### src/rtl/vram_arbiter.sv
// Frame-buffer port arbiter: display burst fetch (priority) versus single-word draw writes.
// Optional `ARB_FAIR_EN forces one pending write after STARVE_LIM back-to-back display bursts.
module vram_arbiter #(
  parameter int AW          = 19,
  parameter int DW          = 16,
  parameter int BURST       = 16,
  parameter int FRAME_WORDS = 307200,
  parameter int STARVE_LIM  = 4
) (
  input  logic          DCLK,
  input  logic          DRST,
  input  logic          VRSTART,
  input  logic          DFIFO_LOW,
  output logic          DRVALID,
  output logic [DW-1:0] DRDATA,
  input  logic          WREQ,
  input  logic [AW-1:0] WADDR,
  input  logic [DW-1:0] WDATA,
  output logic          WACK,
  output logic          MEM_VALID,
  input  logic          MEM_READY,
  output logic          MEM_WE,
  output logic [AW-1:0] MEM_ADDR,
  output logic [DW-1:0] MEM_WDATA,
  input  logic          MEM_RVALID,
  input  logic [DW-1:0] MEM_RDATA
);

  localparam int BW = $clog2(BURST);

  typedef enum logic [1:0] {
    S_IDLE = 2'd0,
    S_RD   = 2'd1,
    S_WR   = 2'd2
  } state_t;

  state_t        state_q, state_d;
  logic [AW-1:0] raddr_q, raddr_d;
  logic [BW-1:0] beat_q, beat_d;
  logic          frame_pend_q, frame_pend_d;
  logic          vrs_q, vrs_d;
  logic          mem_valid_q, mem_valid_d;
  logic          mem_we_q, mem_we_d;
  logic [AW-1:0] mem_addr_q, mem_addr_d;
  logic [DW-1:0] mem_wdata_q, mem_wdata_d;
  logic          wack_q, wack_d;
  logic          drvalid_q, drvalid_d;
  logic [DW-1:0] drdata_q, drdata_d;

  logic          xfer_s;
  logic          vrs_rise_s;
  logic          last_beat_s;
  logic [AW-1:0] raddr_next_s;
  logic          fair_force_s;

  assign xfer_s       = mem_valid_q & MEM_READY;
  assign vrs_rise_s   = VRSTART & ~vrs_q;
  assign last_beat_s  = (beat_q == BW'(BURST - 1));
  assign raddr_next_s = (raddr_q == AW'(FRAME_WORDS - 1)) ? AW'(0) : raddr_q + AW'(1);

`ifdef ARB_FAIR_EN
  localparam int SW = $clog2(STARVE_LIM + 1);
  logic [SW-1:0] starve_cnt_q, starve_cnt_d;
  assign fair_force_s = WREQ & ~wack_q & (starve_cnt_q == SW'(STARVE_LIM));
`else
  assign fair_force_s = 1'b0 & (STARVE_LIM > 0);
`endif

  always_ff @(posedge DCLK or posedge DRST) begin
    if (DRST) begin
      state_q      <= S_IDLE;
      raddr_q      <= AW'(0);
      beat_q       <= BW'(0);
      frame_pend_q <= 1'b0;
      vrs_q        <= 1'b0;
      mem_valid_q  <= 1'b0;
      mem_we_q     <= 1'b0;
      mem_addr_q   <= AW'(0);
      mem_wdata_q  <= DW'(0);
      wack_q       <= 1'b0;
      drvalid_q    <= 1'b0;
      drdata_q     <= DW'(0);
`ifdef ARB_FAIR_EN
      starve_cnt_q <= SW'(0);
`endif
    end else begin
      state_q      <= state_d;
      raddr_q      <= raddr_d;
      beat_q       <= beat_d;
      frame_pend_q <= frame_pend_d;
      vrs_q        <= vrs_d;
      mem_valid_q  <= mem_valid_d;
      mem_we_q     <= mem_we_d;
      mem_addr_q   <= mem_addr_d;
      mem_wdata_q  <= mem_wdata_d;
      wack_q       <= wack_d;
      drvalid_q    <= drvalid_d;
      drdata_q     <= drdata_d;
`ifdef ARB_FAIR_EN
      starve_cnt_q <= starve_cnt_d;
`endif
    end
  end

  // A pending frame rewind takes a whole IDLE cycle, so it never races a grant.
  always_comb begin
    state_d = state_q;
    case (state_q)
      S_IDLE: begin
        if (frame_pend_q) begin
          state_d = S_IDLE;
        end else if (DFIFO_LOW && !fair_force_s) begin
          state_d = S_RD;
        end else if (WREQ && !wack_q) begin
          state_d = S_WR;
        end else begin
          state_d = S_IDLE;
        end
      end
      S_RD: begin
        if (xfer_s && last_beat_s) state_d = S_IDLE;
        else                       state_d = S_RD;
      end
      S_WR: begin
        if (xfer_s) state_d = S_IDLE;
        else        state_d = S_WR;
      end
      default: state_d = S_IDLE;
    endcase
  end

  always_comb begin
    raddr_d      = raddr_q;
    beat_d       = beat_q;
    frame_pend_d = frame_pend_q | vrs_rise_s;
    vrs_d        = VRSTART;
    mem_valid_d  = mem_valid_q;
    mem_we_d     = mem_we_q;
    mem_addr_d   = mem_addr_q;
    mem_wdata_d  = mem_wdata_q;
    wack_d       = 1'b0;
    drvalid_d    = MEM_RVALID;
    drdata_d     = MEM_RDATA;
`ifdef ARB_FAIR_EN
    starve_cnt_d = starve_cnt_q;
`endif
    case (state_q)
      S_IDLE: begin
        if (frame_pend_q) begin
          raddr_d      = AW'(0);
          frame_pend_d = vrs_rise_s;
        end else if (state_d == S_RD) begin
          mem_valid_d = 1'b1;
          mem_we_d    = 1'b0;
          mem_addr_d  = raddr_q;
          beat_d      = BW'(0);
        end else if (state_d == S_WR) begin
          mem_valid_d = 1'b1;
          mem_we_d    = 1'b1;
          mem_addr_d  = WADDR;
          mem_wdata_d = WDATA;
        end else begin
          mem_valid_d = 1'b0;
        end
      end
      S_RD: begin
        if (xfer_s) begin
          raddr_d = raddr_next_s;
          beat_d  = beat_q + BW'(1);
          if (last_beat_s) begin
            mem_valid_d = 1'b0;
`ifdef ARB_FAIR_EN
            if (!WREQ)                                  starve_cnt_d = SW'(0);
            else if (starve_cnt_q != SW'(STARVE_LIM))   starve_cnt_d = starve_cnt_q + SW'(1);
            else                                        starve_cnt_d = starve_cnt_q;
`endif
          end else begin
            mem_addr_d = raddr_next_s;
          end
        end
      end
      S_WR: begin
        if (xfer_s) begin
          mem_valid_d = 1'b0;
          mem_we_d    = 1'b0;
          wack_d      = 1'b1;
`ifdef ARB_FAIR_EN
          starve_cnt_d = SW'(0);
`endif
        end
      end
      default: begin
        mem_valid_d = 1'b0;
        mem_we_d    = 1'b0;
      end
    endcase
  end

  assign DRVALID   = drvalid_q;
  assign DRDATA    = drdata_q;
  assign WACK      = wack_q;
  assign MEM_VALID = mem_valid_q;
  assign MEM_WE    = mem_we_q;
  assign MEM_ADDR  = mem_addr_q;
  assign MEM_WDATA = mem_wdata_q;

endmodule

### config.mk
export PLATFORM = sky130hd
export DESIGN_NAME = vram_arbiter
export DESIGN_NICKNAME = d
export VERILOG_FILES = /design/src/rtl/vram_arbiter.sv
export SDC_FILE = /design/constraint.sdc
export NUM_CORES = 1
export LEC_CHECK = 0
export CELL_PAD_IN_SITES_DETAIL_PLACEMENT = 0
export CELL_PAD_IN_SITES_GLOBAL_PLACEMENT = 1
export CORE_ASPECT_RATIO = 1.2
export CORE_MARGIN = 3
export CORE_UTILIZATION = 37
export DETAILED_ROUTE_END_ITERATION = 16
export PLACE_DENSITY_LB_ADDON = 0.25
export SLEW_MARGIN = 25
export SYNTH_ARGS = -nofsm -noshare
export SYNTH_HDL_FRONTEND = slang
export SYNTH_SLANG_ARGS = --single-unit
### constraint.sdc
create_clock -name DCLK -period 3.7 [get_ports DCLK]
set_clock_uncertainty 0.15 [all_clocks]
set_input_delay 0.74 -clock DCLK [delete_from_list [all_inputs] [get_ports DCLK]]
set_output_delay 0.74 -clock DCLK [all_outputs]
set_load 0.01 [all_outputs]
# After elaboration in Yosys (flattened, before gate mapping)

Cells that the tools add are included.

Word-level logic and storage cells: 81
Register bits after elaboration: 82
Bits in latches: 0
Input port bits: 58
Bits in read-only memories: 0
Memory bits (writable): 0
Memories kept: 0

Bitwise logic cells: 7
Magnitude comparators: 0
$mul: 0
Reductions and logical operators: 11
Div/mod/pow operators: 0
Add/sub/neg operators: 2
Mux-type cells: 35
Shift-type cells: 0
Eq/ne operators: 14

Operator list:

| operator                                       | count |
|---|---|
| 2-to-1 mux 19 bit                              | 8 |
| case mux 19 bit (2 select lines)               | 2 |
| adder 19 x 1 -> 19 bit (second input constant) | 1 |
| == test 19 bit (second input constant)         | 1 |
| AND reduction 4 bit                            | 4 |
| 2-to-1 mux 1 bit                               | 14 |
| != test 2 bit (second input constant)          | 7 |
| 2-to-1 mux 4 bit                               | 3 |
| 2-to-1 mux 2 bit                               | 4 |
| case mux 4 bit (2 select lines)                | 1 |
| case mux 1 bit (3 select lines)                | 2 |
| case mux 2 bit (3 select lines)                | 1 |
| AND reduction 5 bit                            | 1 |
| adder 4 x 1 -> 4 bit (second input constant)   | 1 |
| == test 2 x 1 -> 1 bit (second input constant) | 2 |
| == test 2 bit (second input constant)          | 2 |
| == test 4 bit (second input constant)          | 1 |
| NOT 1 bit                                      | 4 |
| != test 3 bit (second input constant)          | 1 |
| AND reduction 3 bit                            | 1 |
| AND 1 bit                                      | 2 |
| logical AND 1 bit                              | 2 |
| logical NOT 2 bit                              | 1 |
| nonzero test 2 bit                             | 1 |
| 2 further kinds                                | 2 |

# Longest topological paths before layout

Depth after elaboration: 11
Gate-level depth with buffers: 13
Mapped depth without buffers: 11

# Worst setup path after synthesis

No wires, ideal clock.

Kind: register to register
Start point: reg beat_q[0]
End point: reg mem_addr_q[13] (netlist: MEM_ADDR[13])
Arrival time: 2.497 ns
Cell stages (with the launch flop): 12
Setup slack: 0.927 ns
Period minus slack after synthesis: 2.773 ns
Path buffers: 2
Path through: dfrtp_1 > ha_1 > and3_1 > nor2b_1 > or3_1 > inv_1 > ha_1 > clkbuf_1 > buf_2 > mux2i_1 > a21oi_1 > o32a_1

Longest elaborated chain between the ends: 8
Elaborated cells between the ends (all ways): 12
Classes of those cells: eq/ne (5); mux (5); reduce/logical (2)

RTL lines:

| element                             | RTL line | text |
|---|---|---|
| start: declaration                  | 39       | `logic [BW-1:0] beat_q, beat_d;` |
| start signal: assignment            | 89       | `beat_q <= beat_d;` |
| == test 4 bit (*)                   | 58       | `assign last_beat_s = (beat_q == BW'(BURST - 1));` |
| logical AND 1 bit (*)               | 121      | `if (xfer_s && last_beat_s) state_d = S_IDLE;` |
| 2-to-1 mux 1 bit (*)                | 121      |  |
| case mux 2 bit (3 select lines) (*) | 108      | `case (state_q)` |
| named net state_d[0]                | 37       | `state_t state_q, state_d;` |
| == test 2 x 1 -> 1 bit              | 152      | `end else if (state_d == S_RD) begin` |
| 2-to-1 mux 19 bit                   | 152      |  |
| 2-to-1 mux 19 bit                   | 149      | `if (frame_pend_q) begin` |
| case mux 19 bit (2 select lines)    | 147      | `case (state_q)` |
| end signal: assignment              | 94       | `mem_addr_q <= mem_addr_d;` |
| end: declaration                    | 44       | `logic [AW-1:0] mem_addr_q, mem_addr_d;` |

Mark *: on every way through the listed nets, which the timed path passes. The rest lies on a longest branch. The select of a mux whose other input is x is not followed.
A chain may end at the register's enable or synchronous reset.

# Worst setup path in the final report

Start point: in MEM_READY
End point: reg mem_addr_q[9] (netlist: MEM_ADDR[9])

Longest elaborated chain between the ends: 8
Elaborated cells between the ends (all ways): 13
Classes of those cells: eq/ne (4); mux (6); bitwise (1); reduce/logical (2)

RTL lines:

| element                          | RTL line | text |
|---|---|---|
| start: declaration               | 21       | `input logic MEM_READY,` |
| AND 1 bit (*)                    | 56       | `assign xfer_s = mem_valid_q & MEM_READY;` |
| logical AND 1 bit                | 121      |  |
| 2-to-1 mux 1 bit                 | 121      |  |
| case mux 2 bit (3 select lines)  | 108      |  |
| == test 2 x 1 -> 1 bit           | 152      |  |
| 2-to-1 mux 19 bit                | 152      |  |
| 2-to-1 mux 19 bit                | 149      |  |
| case mux 19 bit (2 select lines) | 147      |  |

Mark *: on every way between the ends. The rest lies on a longest branch, timed or not. The select of a mux whose other input is x is not followed.

==> impl_metrics.py <==
metrics = {
    "setup_path": {
        "start_kind": "input port",
        "worstPathRequired_ns": 3.77,
        "worstSetupEndpointType": "flop",
        "crit_path_max_fanout": 20,
        "critPathSlowestCell": "clkdlybuf4s50_1",
        "max_stage_delay_ns": 0.49,
        "critPathArrivalTime_ns": 3.24,
        "path_cells": "clkdlybuf4s50_1 > nand3_1 > nor2b_1 > or3_1 > ha_1 > nor2_1 > a21oi_2 > a21oi_1 > buf_4 > o32a_1",
        "critical_path_buf_inv_count": 2,
        "crit_family": "buffers and inverters",
        "crit_type": "input port to flop",
    },
    "layout": {
        "antenna_cells": 0,
        "multi_input_area_sq_um": 1815,
        "drive_gt1_share_pct": 11.24,
        "fill_cells": 981,
        "area_delta_synth_final_pct": 38.21,
        "register_area_sq_um": 2052,
        "finish.net_count": 555,
        "final_core_util_pct": 52.98,
    },
    "die": {
        "die-height_microns": 120.9,
        "die_w_microns": 101.7,
        "die-area_sq_um": 12300,
        "core_area_sq_um": 10620,
        "start_util_pct": 38.33,
        "rows": 41,
        "ios": 113,
    },
    "sta": {
        "fmax_mhz": 315.2,
        "relSlewSlack_pct": 55.88,
        "slew_viol_final": 0,
        "hold_viol": 0,
        "finalCritPeriodShare_pct": 85.74,
        "worst_hold_slack_ns": 0.2771,
        "finalSetupTns_ns": 0,
        "finalSetupViolations": 0,
        "rsz0062_at_grt": "no",
        "fin_crit_ns": 3.173,
        "worst-slew-pin-transition_ns": 0.6558,
    },
    "synth": {
        "synth_top_cell_area_share_pct": 50.42,
        "synth.avg_cell_area_sq_um": 10.44,
        "netlist_instances": 390,
        "synthesis.nets": 452,
        "synth_ff_type": "dfrtp_1",
        "ys_top_cells_by_count": "dfrtp_1 (82), a21oi_1 (37), nor2_1 (33), nand2_1 (26), mux2i_1 (19)",
        "yosys_register_bits": 82,
        "synth_edf_count": 0,
        "netlist_area_sq_um": 4070,
        "synth_area_leaders": "dfrtp_1 (50%), mux2_2 (5.0%), mux2i_1 (4.7%)",
        "synth.most_common_cell": "dfrtp_1",
        "synthArstFlopShare_pct": 100.0,
        "seq_area_frac_synth_pct": 50.42,
        "yosys_warnings": 0,
        "yosysTopAreaCell": "dfrtp_1",
        "ys_types": 49,
    },
    "power_and_ir_drop": {
        "fin_total_pwr_w": 0.003549,
        "total_leakage_power_nw": 2.496,
        "vdd_drop_max_mv": 0.3059,
        "power_density_nw_per_um2": 630.9,
    },
    "drt": {
        "viasPerCell": 5.367,
        "drc": 0,
        "vias": 3365,
        "wl_per_cell_microns": 17.06,
        "drtAntennaViolNets": 0,
        "drtIter0Drc": 121,
        "dr.pass1.iters": 4,
        "wirelength_microns": 10700,
    },
    "clock_tree": {
        "cts_max_path_buffers": 2,
        "post_cts_buffers": 0,
        "clk_pin_slew_ns": 0.06,
        "cts_hold_repair.buffers": 0,
        "clk_latency_ns": 0.34,
        "h-tree-depth": 3,
        "cts_resized": 0,
        "clock-sinks": 82,
        "clock_tree.root_cell": "clkbuf_16",
        "cts_buffers": 9,
        "cts_tree": "done",
    },
    "grt": {
        "grt_pass1_wl_microns": 17860,
        "grt_pass1_vias": 3485,
        "track_usage_pct": 18.63,
        "antenna_found_initial": 0,
        "grt_max_degree": 49,
        "gr-total-overflow": 0,
    },
    "hold_path": {
        "hold_path.class": "flop to flop",
    },
    "place": {
        "routabilityCongestion": 0.7973,
        "hpwlAfterDp_microns": 7489,
        "portBuffers": 112,
    },
    "status": {
        "run_status": "finished, final reports clean",
    },
    "run": {
        "cap_viol_max_count": 0,
    },
}
state kept, by name (all words and copies together) (netlist names):
name and flops:
MEM_WE 1, WACK 1, MEM_ADDR 19, beat_q 4
raddr_q 19, DRDATA 16, MEM_WDATA 16, MEM_VALID 1
DRVALID 1, state_q 2, frame_pend_q 1, vrs_q 1
cell families (layout without fill, tap and decap cells):
group                      after synthesis  count (layout)  synth area share [%]
AOI/OAI and AO/OA                       99              99                 16.20
xor gates and xnor gates                15              15                 3.228
adders and majority gates                4               4                 1.230
buffers and inverters                   45             153                 4.980
DFF                                     82              82                 50.42
muxes                                   37              37                 9.652
and+or+nand+nor                        108             108                 14.30
worst reg2reg max path: stages, from the launching register on:
cell and delay [ns]:
dfrtp_1 0.41, ha_1 0.24, and3_1 0.25, nor2b_1 0.15, or3_1 0.37, ha_1 0.33, nor2_1 0.07, a21oi_2 0.41
a21oi_1 0.13, buf_4 0.25, o32a_1 0.20
metrics by stage:
stage / setup slack (ns) / std cells / instance area [sq um]
3_5_place_dp: 0.2183 / 611 / 5306
3_3_place_gp: 0.2980 / 611 / 5306
2_1_floorplan: 0.7016 / 390 / 4070
5_1_grt: 0.3447 / 627 / 5625
6_report: 0.5274 / 627 / 5625
4_1_cts: 0.5606 / 627 / 5625
layout by cell type, fill, tap and decap left out, types with 4 or more instances in the layout:
master,Yosys,layout
nor3_1,4,4
clkdlybuf4s50_1,0,112
inv_1,12,11
mux2i_1,19,19
nand2_1,26,26
ha_1,4,4
nor4_1,6,6
dfrtp_1,82,82
nand3_1,12,12
o32a_1,15,15
nand4_1,4,4
clkbuf_16,0,9
o31ai_1,4,4
xnor2_1,13,13
a31oi_1,14,14
nor2_1,33,33
a21oi_1,37,37
buf_4,2,12
a41oi_1,4,4
o21ai_0,13,13
mux2_2,18,18
nand2b_1,5,5
power by group:
| part | total [W] | switching (W) | internal (W) |
|---|---|---|---|
| registers | 0.00125 | 0.000168 | 0.00108 |
| logic | 0.00134 | 0.000680 | 0.000660 |
| clock network | 0.000959 | 0.000365 | 0.000593 |
metal layers:
layer / GRT usage [%] / up-vias / routed length, microns
met2: 30.03 / 89 / 5426
li1: - / 1619 / -
met5: 0 / - / 0
met1: 23.93 / 1642 / 4423
met4: 7.980 / 0 / 226
met3: 4.083 / 15 / 618
path summary, 6_finish.rpt:
kind / start / to / slack [ns] / depth (start not counted)
worst max-delay path: MEM_READY / MEM_ADDR[9]$_DFFE_PP0P_ / 0.53 / 10
worst min-delay path: vrs_q$_DFF_PP0_ / frame_pend_q$_DFF_PP0_ / 0.28 / 1
worst max register to register: beat_q[0]$_DFFE_PP0P_ / MEM_ADDR[9]$_DFFE_PP0P_ / 0.62 / 10
worst min register to register: vrs_q$_DFF_PP0_ / frame_pend_q$_DFF_PP0_ / 0.28 / 1
max in group asynchronous: DRST / DRDATA[4]$_DFF_PP0_ / 2.09 / 3
min in group asynchronous: DRST / MEM_WDATA[4]$_DFFE_PP0P_ / 0.64 / 2
cell type report:
type / count / share of cell area (%)
inverter: 12 / 0.8230
clock inverter: 6 / 1.601
clock buffer: 10 / 4.070
multi-input combinational: 263 / 32.27
sequential: 82 / 36.48
tap: 129 / 2.869
timing repair buffer: 125 / 21.89
Power figures use the tool's default switching activity.
